### config.mk
export PLATFORM = sky130hd
export DESIGN_NAME = pipe_addsub_lanes
export DESIGN_NICKNAME = d
export VERILOG_FILES = /design/src/rtl/pipe_addsub_lanes.sv
export SDC_FILE = /design/constraint.sdc
export NUM_CORES = 1
export LEC_CHECK = 0
export BUFFER_PORTS_ARGS = -buffer_cell sky130_fd_sc_hd__buf_2
export CAP_MARGIN = 20
export CORE_MARGIN = 4
export CORE_UTILIZATION = 30
export DETAILED_ROUTE_END_ITERATION = 8
export GPL_ROUTABILITY_DRIVEN = 0
export HOLD_SLACK_MARGIN = 0.08
export SLEW_MARGIN = 20
export SYNTH_ARGS = -nofsm -noshare
export SYNTH_HDL_FRONTEND = slang
export SYNTH_SLANG_ARGS = --single-unit
### constraint.sdc
create_clock -name clk -period 1.55 [get_ports clk]
set_input_delay 0.31 -clock clk [delete_from_list [all_inputs] [get_ports clk]]
set_output_delay 0.31 -clock clk [all_outputs]
set_load 0.005 [all_outputs]
### src/rtl/pipe_addsub_lanes.sv
// pipe_addsub_lanes: LANES independent WIDTH-bit add/sub units behind an
// elastic STAGES-deep pipeline with valid/ready handshakes at both ends.
// Arithmetic happens once, at entry to stage 0; later stages only carry the
// payload. Each lane reports carry (add) or borrow (sub) and signed overflow,
// and can optionally saturate its unsigned result. STAGES must be 1..8.
module pipe_addsub_lanes #(
  parameter int WIDTH  = 8,
  parameter int LANES  = 1,
  parameter int STAGES = 2,
  parameter int SAT    = 0
) (
  input  logic                   clk,
  input  logic                   rst,
  input  logic                   in_valid,
  output logic                   in_ready,
  input  logic                   in_sub,
  input  logic [LANES*WIDTH-1:0] in_a,
  input  logic [LANES*WIDTH-1:0] in_b,
  output logic                   out_valid,
  input  logic                   out_ready,
  output logic [LANES*WIDTH-1:0] out_data,
  output logic [LANES-1:0]       out_carry,
  output logic [LANES-1:0]       out_ovf
);

  localparam int DW = LANES * WIDTH;

  // One lane: returns {ovf, carry_or_borrow, result}. Overflow is judged on
  // the raw wrapped result, before any saturation.
  function automatic logic [WIDTH+1:0] lane_calc(
    input logic [WIDTH-1:0] a,
    input logic [WIDTH-1:0] b,
    input logic             sub
  );
    logic [WIDTH:0]   sum;
    logic [WIDTH-1:0] b_op;
    logic [WIDTH-1:0] r;
    logic             cy;
    logic             ov;
    b_op = sub ? ~b : b;
    sum  = {1'b0, a} + {1'b0, b_op} + {{WIDTH{1'b0}}, sub};
    cy   = sub ? ~sum[WIDTH] : sum[WIDTH];
    if (sub) begin
      ov = (a[WIDTH-1] != b[WIDTH-1]) && (sum[WIDTH-1] != a[WIDTH-1]);
    end else begin
      ov = (a[WIDTH-1] == b[WIDTH-1]) && (sum[WIDTH-1] != a[WIDTH-1]);
    end
    if ((SAT != 32'sd0) && cy) begin
      r = sub ? {WIDTH{1'b0}} : {WIDTH{1'b1}};
    end else begin
      r = sum[WIDTH-1:0];
    end
    return {ov, cy, r};
  endfunction

  logic [STAGES-1:0]            v_q, v_d;
  logic [STAGES-1:0][DW-1:0]    data_q, data_d;
  logic [STAGES-1:0][LANES-1:0] carry_q, carry_d;
  logic [STAGES-1:0][LANES-1:0] ovf_q, ovf_d;
  logic [STAGES-1:0]            adv_s;
  logic [DW-1:0]                ent_data_s;
  logic [LANES-1:0]             ent_carry_s;
  logic [LANES-1:0]             ent_ovf_s;

  // Entry arithmetic: each lane has its own adder, no carry between lanes.
  always_comb begin
    logic [WIDTH+1:0] lane_res;
    ent_data_s  = {DW{1'b0}};
    ent_carry_s = {LANES{1'b0}};
    ent_ovf_s   = {LANES{1'b0}};
    lane_res    = {(WIDTH+2){1'b0}};
    for (int k = 0; k < LANES; k++) begin
      lane_res = lane_calc(in_a[k*WIDTH +: WIDTH], in_b[k*WIDTH +: WIDTH], in_sub);
      ent_data_s[k*WIDTH +: WIDTH] = lane_res[WIDTH-1:0];
      ent_carry_s[k]               = lane_res[WIDTH];
      ent_ovf_s[k]                 = lane_res[WIDTH+1];
    end
  end

  // Stage i may advance when the consumer takes the output or any stage from
  // i to the tail is empty (bubbles collapse); written without a chain so the
  // vector never feeds itself.
  always_comb begin
    logic acc;
    adv_s = {STAGES{1'b0}};
    acc   = 1'b0;
    for (int i = 0; i < STAGES; i++) begin
      acc = out_ready;
      for (int j = i; j < STAGES; j++) begin
        acc = acc | ~v_q[j];
      end
      adv_s[i] = acc;
    end
  end

  // Ready is held low while reset is asserted, independent of in_valid.
  always_comb begin
    in_ready = rst & adv_s[0];
  end

  // Next state of every stage: load from upstream on advance, otherwise hold.
  always_comb begin
    v_d     = v_q;
    data_d  = data_q;
    carry_d = carry_q;
    ovf_d   = ovf_q;
    if (adv_s[0]) begin
      v_d[0] = in_valid;
      if (in_valid) begin
        data_d[0]  = ent_data_s;
        carry_d[0] = ent_carry_s;
        ovf_d[0]   = ent_ovf_s;
      end else begin
        data_d[0]  = data_q[0];
        carry_d[0] = carry_q[0];
        ovf_d[0]   = ovf_q[0];
      end
    end else begin
      v_d[0] = v_q[0];
    end
    for (int i = 1; i < STAGES; i++) begin
      if (adv_s[i]) begin
        v_d[i] = v_q[i-1];
        if (v_q[i-1]) begin
          data_d[i]  = data_q[i-1];
          carry_d[i] = carry_q[i-1];
          ovf_d[i]   = ovf_q[i-1];
        end else begin
          data_d[i]  = data_q[i];
          carry_d[i] = carry_q[i];
          ovf_d[i]   = ovf_q[i];
        end
      end else begin
        v_d[i] = v_q[i];
      end
    end
  end

  // Pipeline registers; asynchronous reset discards everything in flight.
  always_ff @(posedge clk or negedge rst) begin
    if (!rst) begin
      v_q     <= {STAGES{1'b0}};
      data_q  <= {(STAGES*DW){1'b0}};
      carry_q <= {(STAGES*LANES){1'b0}};
      ovf_q   <= {(STAGES*LANES){1'b0}};
    end else begin
      v_q     <= v_d;
      data_q  <= data_d;
      carry_q <= carry_d;
      ovf_q   <= ovf_d;
    end
  end

  // Outputs come straight from the last stage registers.
  always_comb begin
    out_valid = v_q[STAGES-1];
    out_data  = data_q[STAGES-1];
    out_carry = carry_q[STAGES-1];
    out_ovf   = ovf_q[STAGES-1];
  end

endmodule

==> flow_summary.json, run 1 <==
{
  "grt-ovfl-total": 0,
  "die_x_um": 74.2,
  "arrival_ns": 1.93,
  "dieHeight_um": 74.2,
  "nets": 204,
  "grt_pass1_vias": 1060,
  "critPathMaxStageDelay_ns": 0.35,
  "cp-end-kind": "flop",
  "leakagePower_uw": 0.000853,
  "drc": 0,
  "hold_viol": 0,
  "synth_area_leaders": "dfrtp_1 (42%), mux2_2 (8.6%), ha_1 (7.6%)",
  "fp-row-count": 23,
  "firstDrtPassIters": 2,
  "synth_area_sq_um": 1320,
  "maxCapViolCount": 0,
  "regArea_sq_um": 551,
  "min_period_ns": 1.79,
  "finalPower_uw": 1860,
  "setup_violations": 5,
  "cp_top_family": "compound AO/OA/AOI/OAI gates",
  "ir_drop_v": 0.000339,
  "initial_core_util": 0.320,
  "drt-total-wl_um": 2730,
  "yosys_warnings": 0,
  "cts.sinks": 22,
  "num_antenna_cells": 0,
  "antenna_found_initial": 0,
  "crit_slowest_cell": "a2111o_1",
  "design_area_sq_um": 1790,
  "clock_path_buffers": 2,
  "postSynthCellCount": 122,
  "path_clk_slew_ns": 0.07,
  "dpl_cell_area_sq_um": 1640,
  "tightest_slew_ns": 0.282,
  "route.vias.total": 1036,
  "setup_slack_ns": -0.241,
  "fin_skew_ns": 0.00131,
  "grtUsageTotal": 0.103,
  "drtAntennaViolNets": 0,
  "insertion_delay_ns": 0.25,
  "routed_via_density": 4.67,
  "grt_start_max_net_pins": 23,
  "portBuffers": 32,
  "drtIter0Drc": 34,
  "violations": "setup timing",
  "status": "complete, but fails checks",
  "power_density_nw_per_um2": 1040,
  "grt_pass1_wl_um": 4530,
  "fin_crit_sh": 1.16,
  "path_max_fanout": 6,
  "start_kind": "input pin",
  "cp.buffers_inverters": 1,
  "synth_top_cells_by_count": "dfrtp_1 (22), nand2_1 (13), mux2_2 (10)",
  "reg2reg_slack_ns": 0.32,
  "cts-root-buf": "clkbuf_8",
  "async_reset_ff_frac": 1.00,
  "layout-drive-gt1-share": 0.483,
  "holdWs_ns": 0.268,
  "dpl.hpwl_um": 2300,
  "coreArea_sq_um": 4120,
  "fillers": 405,
  "cts_tree": "yes",
  "avgSynthCellArea_sq_um": 10.8,
  "drv_slew": 0,
  "yosysMostFrequentCell": "dfrtp_1",
  "synth_edf_count": 0,
  "wl_per_cell_um": 12.3,
  "grt_setup_unrepaired": "yes",
  "multi_input_area_sq_um": 753,
  "crit_chain": "buf_12 -> xor2_1 -> ha_1 -> a21oi_2 -> o221ai_2 -> a2111o_1 -> a41o_1 -> o22a_1",
  "h-tree-depth": 1,
  "hold_path_class": "input pin to flop",
  "synthFlopType": "dfrtp_1",
  "io_pins": 33,
  "fp.dieArea_sq_um": 5510,
  "syn-num-nets": 152,
  "max_freq_mhz": 558,
  "ys_seq_area_frac": 0.418,
  "synth_top_area_cell": "dfrtp_1",
  "crit_type": "input pin to flop",
  "synth_cell_types": 34,
  "ys_ff_latch": 22,
  "numCtsBuffers": 3,
  "yosysTopAreaCellShare": 0.418,
  "max-slew-margin-rel": 0.812,
  "cp.required_ns": 1.69,
  "syn_to_final_growth_pct": 36.0
}
layer usage:
metal	global-route usage	part of all wire	wire, um	up-vias
li1	-	-	-	532
met1	0.118	0.41	1120	480
met2	0.185	0.52	1420	22
met3	0.0216	0.059	162	2
met4	0.0455	0.011	31	0
met5	0	0	0	-
logic make-up (layout without fill, tap and decap cells):
group | Yosys count | after routing | share of synthesized area
compound gates | 28 | 28 | 0.149
simple gates | 28 | 28 | 0.103
flops | 22 | 22 | 0.418
xor+xnor | 12 | 12 | 0.0799
buf+inv | 12 | 62 | 0.0627
mux | 11 | 11 | 0.0960
fa+ha+maj | 9 | 9 | 0.0913
registers in the layout, indices dropped and copies added, names as in the netlist:
signal / flops
data_q: 8
out_data: 8
v_q: 2
carry_q: 1
out_carry: 1
out_ovf: 1
ovf_q: 1
layout by cell type (no fill, tap or decap), drive strengths merged:
| master | n |
|---|---|
| a2111o | 1 |
| a211oi | 1 |
| a21o | 2 |
| a21oi | 3 |
| a31oi | 1 |
| a41o | 1 |
| and2 | 2 |
| buf | 56 |
| clkbuf | 3 |
| dfrtp | 22 |
| dlygate4sd3 | 1 |
| fa | 1 |
| ha | 8 |
| inv | 2 |
| mux2 | 10 |
| mux2i | 1 |
| nand2 | 13 |
| nand2b | 3 |
| nand3 | 1 |
| nand3b | 1 |
| nand4 | 2 |
| nor2 | 2 |
| nor2b | 1 |
| nor3 | 2 |
| o21a | 5 |
| o21ai | 9 |
| o221ai | 1 |
| o22a | 1 |
| o31a | 1 |
| o31ai | 1 |
| o32ai | 1 |
| or3 | 1 |
| xnor2 | 3 |
| xor2 | 9 |
worst register-to-register path, cell delays in order, from the launching register on:
cell	delay, ns
dfrtp_1	0.40
nand3b_1	0.16
nand2_1	0.17
a41o_1	0.24
o22a_1	0.15
timing repair:
item	4_1_cts	5_1_grt
hold endpoints to repair	22	0
endpoints found under the setup margin	6	6
hold buffers	1	0
pin swaps	14	7
setup buffers	2	0
cloned	0	0
gates resized for setup	14	5
worst paths after layout:
kind,startpoint,to,cells past startpoint
setup / recovery,in_sub,ovf_q[0],8
hold / removal,in_valid,v_q[0],2
setup reg to reg,v_q[0],ovf_q[0],4
hold reg to reg,data_q[4],data_q[4],1
max in group asynchronous,rst,data_q[0],3
min in group asynchronous,rst,carry_q[0],3
where the power goes:
part	total, uW	switching (uW)	internal (uW)
Combinational	705	306	399
Sequential	816	79.8	736
Clock	334	161	173
Total	1860	547	1310
area by class of cell:
| class | count | area share |
|---|---|---|
| clock buffer | 3 | 0.0231 |
| inverter | 2 | 0.00419 |
| multi-input combinational | 88 | 0.421 |
| sequential | 22 | 0.307 |
| tap | 50 | 0.0349 |
| timing repair buffer | 57 | 0.210 |
stage by stage:
stage | util | setup slack (ns) | TNS (ns) | instances
final | 0.435 | -0.241 | -0.645 | 222
after CTS | 0.428 | -0.228 | -0.651 | 222
after floorplan | - | -0.446 | -1.68 | 122
after detailed placement | 0.399 | -0.575 | -3.00 | 216
after global routing | 0.435 | -0.292 | -0.972 | 222
after global placement | 0.399 | -0.523 | -2.64 | 216
No activity file was read; power rests on OpenSTA's default activity.
==> run 2, diff against run 1 <==
--- a/config.mk
+++ b/config.mk
@@ -8,7 +8,7 @@
 export BUFFER_PORTS_ARGS = -buffer_cell sky130_fd_sc_hd__buf_2
 export CAP_MARGIN = 20
 export CORE_MARGIN = 4
-export CORE_UTILIZATION = 30
+export CORE_UTILIZATION = 25
 export DETAILED_ROUTE_END_ITERATION = 8
 export GPL_ROUTABILITY_DRIVEN = 0
 export HOLD_SLACK_MARGIN = 0.08
==> flow_summary.json, run 2 (synthesis results as in run 1) <==
{
  "route.vias.total": 995,
  "cts-root-buf": "clkbuf_8",
  "antenna_found_initial": 0,
  "routed_via_density": 4.15,
  "hold_path_class": "input pin to flop",
  "grt_start_max_net_pins": 23,
  "drc": 0,
  "portBuffers": 32,
  "multi_input_area_sq_um": 736,
  "firstDrtPassIters": 4,
  "cts_tree": "yes",
  "max_freq_mhz": 559,
  "h-tree-depth": 1,
  "fillers": 532,
  "num_antenna_cells": 0,
  "cts_setup_buffers": 0,
  "grt_pass1_wl_um": 4350,
  "grt_setup_unrepaired": "yes",
  "status": "complete, but fails checks",
  "regArea_sq_um": 551,
  "dpl.hpwl_um": 2100,
  "min_period_ns": 1.79,
  "drv_slew": 0,
  "syn_to_final_growth_pct": 36.3,
  "ir_drop_v": 0.000328,
  "setup_slack_ns": -0.240,
  "dieHeight_um": 80.6,
  "violations": "setup timing",
  "path_max_fanout": 6,
  "leakagePower_uw": 0.000854,
  "numCtsBuffers": 3,
  "cts.sinks": 22,
  "drtIter0Drc": 32,
  "dp_cells": 237,
  "wl_per_cell_um": 10.5,
  "power_density_nw_per_um2": 1020,
  "cp-end-kind": "flop",
  "final_common_cell": "buf_2",
  "tightest_slew_ns": 0.274,
  "fin_crit_sh": 1.15,
  "drt-total-wl_um": 2530,
  "layout-drive-gt1-share": 0.453,
  "insertion_delay_ns": 0.25,
  "holdWs_ns": 0.282,
  "timing.rr.start": "v_q[1]",
  "initial_core_util": 0.258,
  "nets": 202,
  "drtAntennaViolNets": 0,
  "cp-startpoint": "in_sub",
  "finalSetupTns_ns": -0.712,
  "pre_cts_ws_ns": -0.551,
  "maxCapViolCount": 0,
  "design_area_sq_um": 1790,
  "final_cell_mix": "buf_2 (29), dfrtp_1 (22), buf_4 (22)",
  "fp-row-count": 26,
  "arrival_ns": 1.93,
  "setup_violations": 4,
  "path_clk_slew_ns": 0.07,
  "die_x_um": 80.6,
  "dpl_cell_area_sq_um": 1690,
  "grt_pass1_vias": 1004,
  "coreArea_sq_um": 5110,
  "crit_type": "input pin to flop",
  "clock_path_buffers": 2,
  "fin_cells": 240,
  "grtUsageTotal": 0.0820,
  "cp.required_ns": 1.69,
  "hold_viol": 0,
  "io_pins": 33,
  "grt-ovfl-total": 0,
  "start_kind": "input pin",
  "worstHoldStart": "in_valid",
  "fp.dieArea_sq_um": 6490,
  "fin_skew_ns": 0.00337,
  "max-slew-margin-rel": 0.818
}
-- run 2: routing by layer --
metal / wire [um] / track usage
met1: 1220 / 0.114
met2: 1160 / 0.130
met5: 0 / 0
met3: 128 / 0.00897
met4: 21 / 0.0304
-- run 2: report_power, final --
group	total [uW]	internal [uW]	switching (uW)	leakage, uW
sequential	812	736	76.0	0.000265
combinational	699	398	300	0.000567
clock	323	172	151	0.0000216
-- run 2: cell type report --
| type | count | area share |
|---|---|---|
| Sequential cell | 22 | 0.307 |
| Clock buffer | 3 | 0.0230 |
| Tap cell | 70 | 0.0488 |
| Timing Repair Buffer | 55 | 0.207 |
| Inverter | 2 | 0.00418 |
| Multi-Input combinational cell | 88 | 0.410 |
-- run 2: path summary, 6_finish.rpt --
kind | endpoint | slack, ns | cells after the start
min in group asynchronous | v_q[0] | 0.52 | 2
setup reg to reg | data_q[6] | 0.33 | 4
max in group asynchronous | out_data[4] | 0.81 | 2
setup / recovery | ovf_q[0] | -0.24 | 8
hold reg to reg | data_q[3] | 0.48 | 2
hold / removal | v_q[0] | 0.28 | 2
-- run 2: timing repair --
action / in CTS / in global routing
pin swaps: 8 / 11
resized for setup: 9 / 5
hold buffers: 1 / 0
endpoints found under the hold margin: 22 / 0
setup endpoints to repair: 5 / 7
-- run 2: through the flow --
stage	util	power [uW]
4_1_cts	0.347	1850
5_1_grt	0.351	1990
2_1_floorplan	-	1290
3_3_place_gp	0.330	1480
3_5_place_dp	0.330	1500
6_report	0.351	1830
-- run 2: critical path, stage by stage --
cell and delay (ns):
buf_12 0.11, xor2_1 0.14, ha_1 0.36, a21oi_2 0.18
o221ai_2 0.14, a2111o_1 0.34, a41o_1 0.20, o22a_1 0.15
==> run 3, diff against run 2 <==
==> constraint.sdc (replaced) <==
create_clock -name clk -period 1.55 [get_ports clk]
set_input_delay 0.31 -clock clk [delete_from_list [all_inputs] [get_ports clk]]
set_output_delay 0.31 -clock clk [all_outputs]
set_load 0.05 [all_outputs]
==> flow_summary.json, run 3 (synthesis results as in run 1) <==
{
  "dpl_cell_area_sq_um": 1690,
  "cts.sinks": 22,
  "power_density_nw_per_um2": 1210,
  "cp.required_ns": 1.69,
  "fin_skew_ns": 0.00335,
  "portBuffers": 32,
  "drt-total-wl_um": 2540,
  "layout-drive-gt1-share": 0.459,
  "setup_violations": 4,
  "routed_via_density": 4.15,
  "path_clk_slew_ns": 0.07,
  "grt_pass1_vias": 1001,
  "min_period_ns": 1.79,
  "hold_viol": 0,
  "critPathMaxStageDelay_ns": 0.36,
  "fin_crit_sh": 1.15,
  "leakagePower_uw": 0.000863,
  "cts_tree": "yes",
  "dieHeight_um": 80.6,
  "maxCapViolCount": 0,
  "reg2reg_to": "data_q[6]",
  "grt_pass1_wl_um": 4340,
  "final_util": 0.354,
  "fp.dieArea_sq_um": 6490,
  "design_area_sq_um": 1810,
  "clock_path_buffers": 2,
  "grt_setup_unrepaired": "yes",
  "final_common_cell": "buf_2",
  "finalSetupTns_ns": -0.712,
  "io_pins": 33,
  "drtIter0Drc": 37,
  "path_max_fanout": 6,
  "h-tree-depth": 1,
  "start_kind": "input pin",
  "cts-root-buf": "clkbuf_8",
  "drv_slew": 0,
  "grt_start_max_net_pins": 23,
  "coreArea_sq_um": 5110,
  "die_x_um": 80.6,
  "grtUsageTotal": 0.0818,
  "numCtsBuffers": 3,
  "violations": "setup timing",
  "drc": 0,
  "drtAntennaViolNets": 0,
  "syn_to_final_growth_pct": 37.5,
  "hold_path_class": "input pin to flop",
  "crit_slowest_cell": "ha_1",
  "holdPathStages": 2,
  "arrival_ns": 1.93,
  "fp-row-count": 26,
  "max_freq_mhz": 559,
  "max-slew-margin-rel": 0.817,
  "reg2reg_slack_ns": 0.28,
  "nets": 204,
  "tightest_slew_ns": 0.275,
  "antenna_found_initial": 0,
  "final_cell_mix": "buf_2 (29), buf_4 (23), dfrtp_1 (22)",
  "firstDrtPassIters": 4,
  "finalPower_uw": 2190,
  "worstHoldStart": "in_valid",
  "initial_core_util": 0.258,
  "grt-ovfl-total": 0,
  "timing.rr.start": "v_q[1]",
  "cp-end-kind": "flop",
  "wl_per_cell_um": 10.5,
  "crit_type": "input pin to flop",
  "dpl.hpwl_um": 2100,
  "crit_chain": "buf_12 -> xor2_1 -> ha_1 -> a21oi_2 -> o221ai_2 -> a2111o_1 -> a41o_1 -> o22a_1",
  "route.vias.total": 1005,
  "num_antenna_cells": 0,
  "reg2regPathDepth": 5,
  "setup_slack_ns": -0.240,
  "ir_drop_v": 0.000366,
  "holdPathEnd": "v_q[0]",
  "status": "complete, but fails checks",
  "insertion_delay_ns": 0.25
}
==> run 3: cell count changes in the layout (fill, tap and decap cells not counted) <==
cell	delta
buf_4	+1
clkbuf_4	+1
==> run 3: worst max-delay path by stage <==
| stage | end | slack, ns | startpoint | cells after the start |
|---|---|---|---|---|
| after global placement | ovf_q[0] | -0.52 | in_sub | 8 |
| after floorplan | ovf_q[0] | -0.45 | in_sub | 8 |
| after detailed placement | ovf_q[0] | -0.55 | in_sub | 8 |
| after CTS | data_q[6] | -0.24 | in_sub | 8 |
| after global routing | ovf_q[0] | -0.29 | in_sub | 8 |
| final | ovf_q[0] | -0.24 | in_sub | 8 |
==> run 3: metal layers <==
| metal | share of wire | track usage | wire length, um | up-vias |
|---|---|---|---|---|
| met5 | 0 | 0 | 0 | - |
| met4 | 0.0083 | 0.0304 | 21 | 0 |
| met3 | 0.050 | 0.00897 | 128 | 2 |
| met2 | 0.46 | 0.130 | 1160 | 20 |
| met1 | 0.48 | 0.113 | 1220 | 455 |
| li1 | - | - | - | 528 |
==> run 3: through the flow <==
| step | cells | worst slack (ns) | hold WS, ns |
|---|---|---|---|
| floorplan | 122 | -0.446 | 0.0144 |
| global placement | 237 | -0.522 | 0.315 |
| detailed placement | 237 | -0.551 | 0.315 |
| CTS | 241 | -0.238 | 0.280 |
| global route | 242 | -0.290 | 0.283 |
| finish | 242 | -0.240 | 0.280 |
==> run 3: area by class of cell <==
| type | count | area (sq um) |
|---|---|---|
| Timing Repair Buffer | 57 | 387 |
| Clock buffer | 3 | 41.3 |
| Multi-Input combinational cell | 88 | 736 |
| Inverter | 2 | 7.51 |
| Fill cell | 535 | 3300 |
| Tap cell | 70 | 87.6 |
| Sequential cell | 22 | 551 |
==> run 3: critical path, delay by kind of cell <==
kind	cells	cell delay, ns
buffers and inverters	1	0.11
AO/OA/AOI/OAI	5	1.01
adder cells (fa/ha/maj)	1	0.36
XOR/XNOR	1	0.14
==> run 3: timing repair <==
item / 4_1_cts / 5_1_grt
hold buffers: 1 / 0
pin swaps: 8 / 12
buffers inserted: 0 / 1
resized for setup: 9 / 6
setup endpoints to repair: 5 / 7
endpoints found under the hold margin: 22 / 0
==> run 3: power by group <==
group          switching, uW  internal, uW
Clock                    151           172
Sequential              76.4           736
Combinational            646           406
